[config.mk]
export PLATFORM = sky130hd
export DESIGN_NAME = raster_pixel_source
export DESIGN_NICKNAME = d
export VERILOG_FILES = /design/src/rtl/raster_pixel_source.sv
export SDC_FILE = /design/constraint.sdc
export NUM_CORES = 1
export LEC_CHECK = 0
export CAP_MARGIN = 20
export CORE_UTILIZATION = 40
export CTS_CLUSTER_SIZE = 24
export DETAILED_ROUTE_END_ITERATION = 10
export PLACE_DENSITY_LB_ADDON = 0.1
export SKIP_LAST_GASP = 1
export SYNTH_ARGS = -nofsm -noshare
export SYNTH_HDL_FRONTEND = slang
export SYNTH_SLANG_ARGS = --single-unit
[constraint.sdc]
create_clock -name clk -period 2.5 [get_ports clk]
set_input_delay 0.25 -clock clk [delete_from_list [all_inputs] [get_ports clk]]
set_output_delay 0.25 -clock clk [all_outputs]
set_load 0.1 [all_outputs]
[src/rtl/raster_pixel_source.sv]
// Raster-order frame reader: streams a stored frame as a serial pixel
// stream with stall handling, one-entry skid, optional zero flush.
module raster_pixel_source #(
  parameter int IMAGE_WIDTH  = 506,
  parameter int IMAGE_HEIGHT = 506,
  parameter int DATA_WIDTH   = 11,
  parameter int ADDR_WIDTH   = 18,
  parameter int FLUSH_PIXELS = 0
) (
  input  logic                  clk,
  input  logic                  rst_n,
  input  logic                  start,
  input  logic                  stall,
  output logic                  mem_rd,
  output logic [ADDR_WIDTH-1:0] mem_addr,
  input  logic [DATA_WIDTH-1:0] mem_data,
  output logic [DATA_WIDTH-1:0] pixel_out,
  output logic                  write,
  output logic                  busy,
  output logic                  done
);

  localparam int NPIX = IMAGE_WIDTH * IMAGE_HEIGHT;
  localparam int CW   = ADDR_WIDTH + 1;
  localparam int FW   = (FLUSH_PIXELS > 1) ? $clog2(FLUSH_PIXELS) : 1;

  localparam logic [CW-1:0] END_ADDR = CW'(NPIX);
  localparam logic [FW-1:0] FLUSH_LAST =
    FW'((FLUSH_PIXELS > 0) ? FLUSH_PIXELS - 1 : 0);

  typedef enum logic [1:0] {
    S_IDLE,
    S_FETCH,
    S_FLUSH,
    S_DONE
  } state_t;

  state_t                state;
  state_t                state_nxt;
  logic [CW-1:0]         addr_cnt;
  logic [FW-1:0]         flush_cnt;
  logic                  inflight;
  logic                  skid_full;
  logic [DATA_WIDTH-1:0] skid_data;

  logic in_fetch;
  logic issue;
  logic emit_skid;
  logic emit_mem;
  logic emit_flush;
  logic capture;
  logic last_img;
  logic last_flush;

  assign in_fetch = (state == S_FETCH);

  // A read in flight plus a stall lands in the skid, so never
  // launch another read in that cycle.
  assign issue = in_fetch
              && (addr_cnt < END_ADDR)
              && !skid_full
              && !(inflight && stall);

  assign emit_skid  = skid_full && !stall;
  assign emit_mem   = inflight && !skid_full && !stall;
  assign capture    = inflight && !skid_full && stall;
  assign emit_flush = (state == S_FLUSH) && !stall;

  // Skid and an in-flight read never coexist, so the final
  // image write is any write once every address was issued.
  assign last_img   = in_fetch
                   && (emit_skid || emit_mem)
                   && (addr_cnt == END_ADDR);
  assign last_flush = emit_flush && (flush_cnt == FLUSH_LAST);

  assign mem_rd   = issue;
  assign mem_addr = addr_cnt[ADDR_WIDTH-1:0];
  assign write    = emit_skid || emit_mem || emit_flush;
  assign busy     = in_fetch || (state == S_FLUSH);
  assign done     = (state == S_DONE);

  always_comb begin
    pixel_out = '0;
    unique case (1'b1)
      emit_skid: pixel_out = skid_data;
      emit_mem:  pixel_out = mem_data;
      default:   pixel_out = '0;
    endcase
  end

  always_comb begin
    state_nxt = state;
    unique case (state)
      S_IDLE: begin
        if (start) state_nxt = S_FETCH;
      end
      S_FETCH: begin
        if (last_img) begin
          if (FLUSH_PIXELS > 0) state_nxt = S_FLUSH;
          else                  state_nxt = S_DONE;
        end
      end
      S_FLUSH: begin
        if (last_flush) state_nxt = S_DONE;
      end
      S_DONE: begin
        state_nxt = S_IDLE;
      end
      default: state_nxt = S_IDLE;
    endcase
  end

  always_ff @(posedge clk or negedge rst_n) begin
    if (!rst_n) begin
      state <= S_IDLE;
    end else begin
      state <= state_nxt;
    end
  end

  always_ff @(posedge clk or negedge rst_n) begin
    if (!rst_n) begin
      addr_cnt  <= '0;
      flush_cnt <= '0;
      inflight  <= 1'b0;
      skid_full <= 1'b0;
      skid_data <= '0;
    end else if (state == S_IDLE) begin
      inflight  <= 1'b0;
      skid_full <= 1'b0;
      if (start) begin
        addr_cnt  <= '0;
        flush_cnt <= '0;
      end
    end else begin
      inflight <= issue;
      if (issue) addr_cnt <= addr_cnt + 1'b1;
      if (emit_flush) flush_cnt <= flush_cnt + 1'b1;
      if (capture) begin
        skid_full <= 1'b1;
        skid_data <= mem_data;
      end else if (emit_skid) begin
        skid_full <= 1'b0;
      end
    end
  end

endmodule

## After elaboration in Yosys (flattened, before gate mapping)

Cells that the tools add are included.

- Logic and storage cells: 59
- Bits in registers: 35

- $lt $le $gt $ge: 1
- Eq/ne operators: 7
- Add/sub/neg operators: 2
- Reduce and logical (&&, ||, !) cells: 26
- Muxes and demuxes: 15
- Bitwise gates (word level): 2

Operator list:

| operator | count |
|---|---|
| 19-bit 2-to-1 mux | 3 |
| 11-bit one-hot mux with 2 select lines | 1 |
| 19-bit by 1-bit adder with 19-bit output, second input constant | 1 |
| 19-bit by 18-bit == test with 1-bit output, second input constant | 1 |
| 19-bit by 18-bit < comparator with 1-bit output, second input constant | 1 |
| 1-bit logical AND | 12 |
| 2-bit one-hot mux with 4 select lines | 1 |
| 1-bit 2-to-1 mux | 7 |
| 2-bit 2-to-1 mux | 3 |
| 2-bit AND reduction | 3 |
| 2-bit == test, second input constant | 2 |
| 2-bit != test, second input constant | 2 |
| 2-bit nonzero test | 2 |
| 1-bit logical NOT | 3 |
| 1-bit logical OR | 3 |
| 3-bit AND reduction | 1 |
| 3-bit nonzero test | 1 |
| 2-bit by 1-bit == test with 1-bit output, second input constant | 1 |
| 2-bit logical NOT | 1 |
| 2-bit by 1-bit != test with 1-bit output, second input constant | 1 |
| 1-bit NOT | 2 |
| 1-bit adder, second input constant | 1 |

## Depth between registers and ports, before layout

- Depth after elaboration: 8
- Gate-level depth with buffers: 9

## Least setup slack after synthesis

No wires, ideal clock.

- Kind: register to output
- Start: reg addr_cnt[10]
- End: out mem_rd
- Cell stages (with the launch flop): 6
- Path slack: -290 ps
- Data arrival time: 2,540 ps
- Cell sequence: dfrtp_1 or4_4 nor2_4 a21oi_2 buf_6 nor2_1

- Cells in the longest elaborated chain, start to end: 4

RTL lines:

| what | line | RTL |
|---|---|---|
| start, declared | 40 | `logic [CW-1:0] addr_cnt;` |
| start signal, assigned | 137 | `if (issue) addr_cnt <= addr_cnt + 1'b1;` |
| 19-bit by 18-bit < comparator with 1-bit output | 60 | `&& (addr_cnt < END_ADDR)` |
| 1-bit logical AND | 60 |  |
| 1-bit logical AND | 61 | `&& !skid_full` |
| 1-bit logical AND | 62 | `&& !(inflight && stall);` |
| end, declared | 14 | `output logic mem_rd,` |

No other way between the ends.

## Worst setup path after layout

- Start: reg state[1]
- End: reg addr_cnt[12]

- Cells in the longest elaborated chain, start to end: 6
- Elaborated cells on any way between the ends: 9
- Those cells by class: eq/ne: 2; mux: 1; reduce/logical: 6

RTL lines:

| what | line | RTL |
|---|---|---|
| start, declared | 38 | `state_t state;` |
| start signal, assigned | 117 | `state <= state_nxt;` |
| 2-bit by 1-bit == test with 1-bit output | 55 | `assign in_fetch = (state == S_FETCH);` |
| 1-bit logical AND | 60 |  |
| 1-bit logical AND | 61 |  |
| 1-bit logical AND | 62 |  |
| 2-bit nonzero test (no line) | n/a |  |
| 2-bit AND reduction (no line) | n/a |  |

Several ways; a longest one is shown, not always the timed one.
A chain may end at the register's enable or synchronous reset.

==> reports/results.tsv <==
metric	value	unit
outcome	completed	
CP Cell Sequence	inv_1 > ha_1 > inv_1 > a2111oi_4 > nand3_1 > buf_4 > or4_1 > o221ai_1	
area growth from synthesis to layout	29.2	%
fin util	0.547	
Post-synth top flop	dfrtp_1	
Post-Layout Cell Count	339	
RR Endpoint	addr_cnt[12]$_DFFE_PN0P_	
initial drt markers	96	
Layout Nets	290	
CP max FO	5	
Syn. warnings	0	
dpl cells	331	
Yosys reg bits	35	
Vias	1809	
critical path arrival	2.44	ns
CTS clk-pin slew, worst paths	0.07	ns
top-count cell post-synth	dfrtp_1	
Peak Freq	447	MHz
Detailed Route WL	5160	µm
Critical Path End Type	register	
postcts setup bufs	0	
global-route wire length before repair	8620	µm
total gr overflow	0	
dpl hpwl	3720	µm
antenna violations before repair	0	
n_diodes	0	
slowest CP cell	or4_1	
Final min period	2.24	ns
Critical Setup Path Class	register to register	
total negative setup slack	0	ns
DIE WIDTH	76.2	µm
DRT Pass-1 Iters	4	
Top delay family on crit path	simple AND/OR/NAND/NOR gates	
Avg Inst Size Synth	9.38	µm²
Tcrit/Tclk final	0.895	
WP buf/inv	3	
htree depth	2	
Peak VDD IR	1040	µV
Worst Tran Pin Value	0.509	ns
synth unique cells	47	
clk sink count	35	
Post-CTS Hold Fix Bufs	0	
largest net degree at the start of global routing	36	
Fin. Hold Viols	0	
Pins Over Slew Limit	0	
FF-to-FF path depth	8	
vias per std cell	5.34	
Core Area	0.00520	mm²
fraction of layout cells with a size suffix above 1	0.279	
critical path launch point type	register	
worst r2r src	state[1]$_DFFE_PN0P_	
Post-Layout Inst Area	0.00285	mm²
RSZ-0062 raised after global routing	false	
routability cong.	0.792	
Mapped Nets	257	
GRT Total Usage	0.187	
Initial Utilization	0.424	
Cell Area, Synth	0.00220	mm²
Synth area leaders	dfrtp_1, buf_4, mux2_2	
Power Density	885	mW/mm²
Worst Skew	0.00450	ns
top cells by count, synth	dfrtp_1, nand2_1, nor2_1	
sequential fraction of the synthesis area	0.397	
placed cell areas	0.00274	mm²
Final setup violation count	0	
maximum clock path buffer count	2	
Site Rows	26	
Post-synth EDFFs	0	
clock root cell	clkbuf_8	
top cell type by total area after synthesis	dfrtp_1	
worst min path class	input port to asynchronous set/reset pin	
Critical Path RT	2.70	ns
largest stage delay on the critical path	0.46	ns
post-synth top area share	0.397	
routed len/inst	15.2	µm
Die H	76.2	µm
Post-synth ARST share	1.00	
Leak	1.29	nW
setup slack, reg-to-reg	0.26	ns
Remaining DRCs	0	
Slew Limit Headroom	0.661	
CTS tree	yes	
Cells after Synth	235	
Clk Latency, worst-skew pair	0.29	ns
antenna-violating nets left	0	
IO Count	48	
Die Area	0.00581	mm²
Max Cap Violations	0	
Worst path most repeated cell	inv_1	
Port Buffer Count	47	
vias in the first global route	1680	
TritonCTS Buffers	5	
==> metal layers <==
layer / vias to the layer above / global-route usage / share of wire
met5: - / 0 / 0
met4: 0 / 0.0635 / 0.0083
met3: 5 / 0.0299 / 0.052
met2: 59 / 0.297 / 0.46
met1: 851 / 0.258 / 0.48
li1: 894 / - / -
==> state kept, by name, indices dropped and copies added (netlist names) <==
| signal | cells |
|---|---|
| addr_cnt | 19 |
| skid_data | 11 |
| state | 2 |
| flush_cnt | 1 |
| inflight | 1 |
| skid_full | 1 |
==> kinds of logic (layout without fill, tap and decap cells) <==
logic type               Yosys count  after routing  synth area share
AND/OR/NAND/NOR                   95             95             0.225
buffers and inverters             41             75             0.106
flip-flops                        35             35             0.397
AO/OA/AOI/OAI                     32             32             0.112
multiplexers                      24             24             0.116
adder cells (fa/ha/maj)            7              7            0.0397
XOR/XNOR                           1              1           0.00397
==> what timing repair did <==
item / in CTS / in global routing
gates resized for setup: 0 / 2
setup endpoints to repair: 0 / 6
hold endpoints to repair: 0 / 0
==> stage by stage <==
step / worst slack [ns] / total power, mW / hold WS (ns)
after floorplan: 0.0341 / 1.81 / -0.0456
after global placement: 0.167 / 2.06 / 0.489
after detailed placement: 0.142 / 2.07 / 0.496
after CTS: 0.151 / 2.53 / 0.397
after global routing: 0.0667 / 2.63 / 0.428
final: 0.263 / 2.52 / 0.384
==> cell usage in the layout, fill, tap and decap left out, drive strengths merged, types with 3 or more instances in the layout <==
master and n:
nand2 24, inv 11, ha 7, clkbuf 8
mux2 12, a22oi 7, nor3 3, buf 42
or4 5, and4 5, nand4 8, mux2i 12
and3 5, a21oi 6, nand3 12, nor2 24
clkdlybuf4s50 14, dfrtp 35, o21ai 4
==> power by group <==
part	internal [mW]	switching [mW]	leakage, nW
sequential	0.685	0.162	0.440
combinational	0.364	0.850	0.801
clock	0.252	0.207	0.0515
total	1.30	1.22	1.29
==> how the worst max path moves through the flow <==
| stage | from | slack [ns] | endpoint | depth (start not counted) |
|---|---|---|---|---|
| 4_1_cts | state[1]$_DFFE_PN0P_ | 0.15 | addr_cnt[12]$_DFFE_PN0P_ | 8 |
| 2_1_floorplan | skid_full$_DFFE_PN0P_ | 0.03 | pixel_out[0] | 4 |
| 3_5_place_dp | stall | 0.14 | addr_cnt[12]$_DFFE_PN0P_ | 6 |
| 5_1_grt | state[1]$_DFFE_PN0P_ | 0.07 | addr_cnt[12]$_DFFE_PN0P_ | 8 |
| 3_3_place_gp | stall | 0.17 | addr_cnt[13]$_DFFE_PN0P_ | 5 |
| 6_report | state[1]$_DFFE_PN0P_ | 0.26 | addr_cnt[12]$_DFFE_PN0P_ | 8 |
==> final cells by class <==
class / instances / area [µm²]
fillers: 497 / 2360
multi-input cells: 159 / 1120
flip-flops and latches: 35 / 876
repair buffers: 56 / 618
clock buffers: 8 / 100
well taps: 70 / 87.6
inverters: 11 / 41.3
No activity file was read; power rests on OpenSTA's default activity.
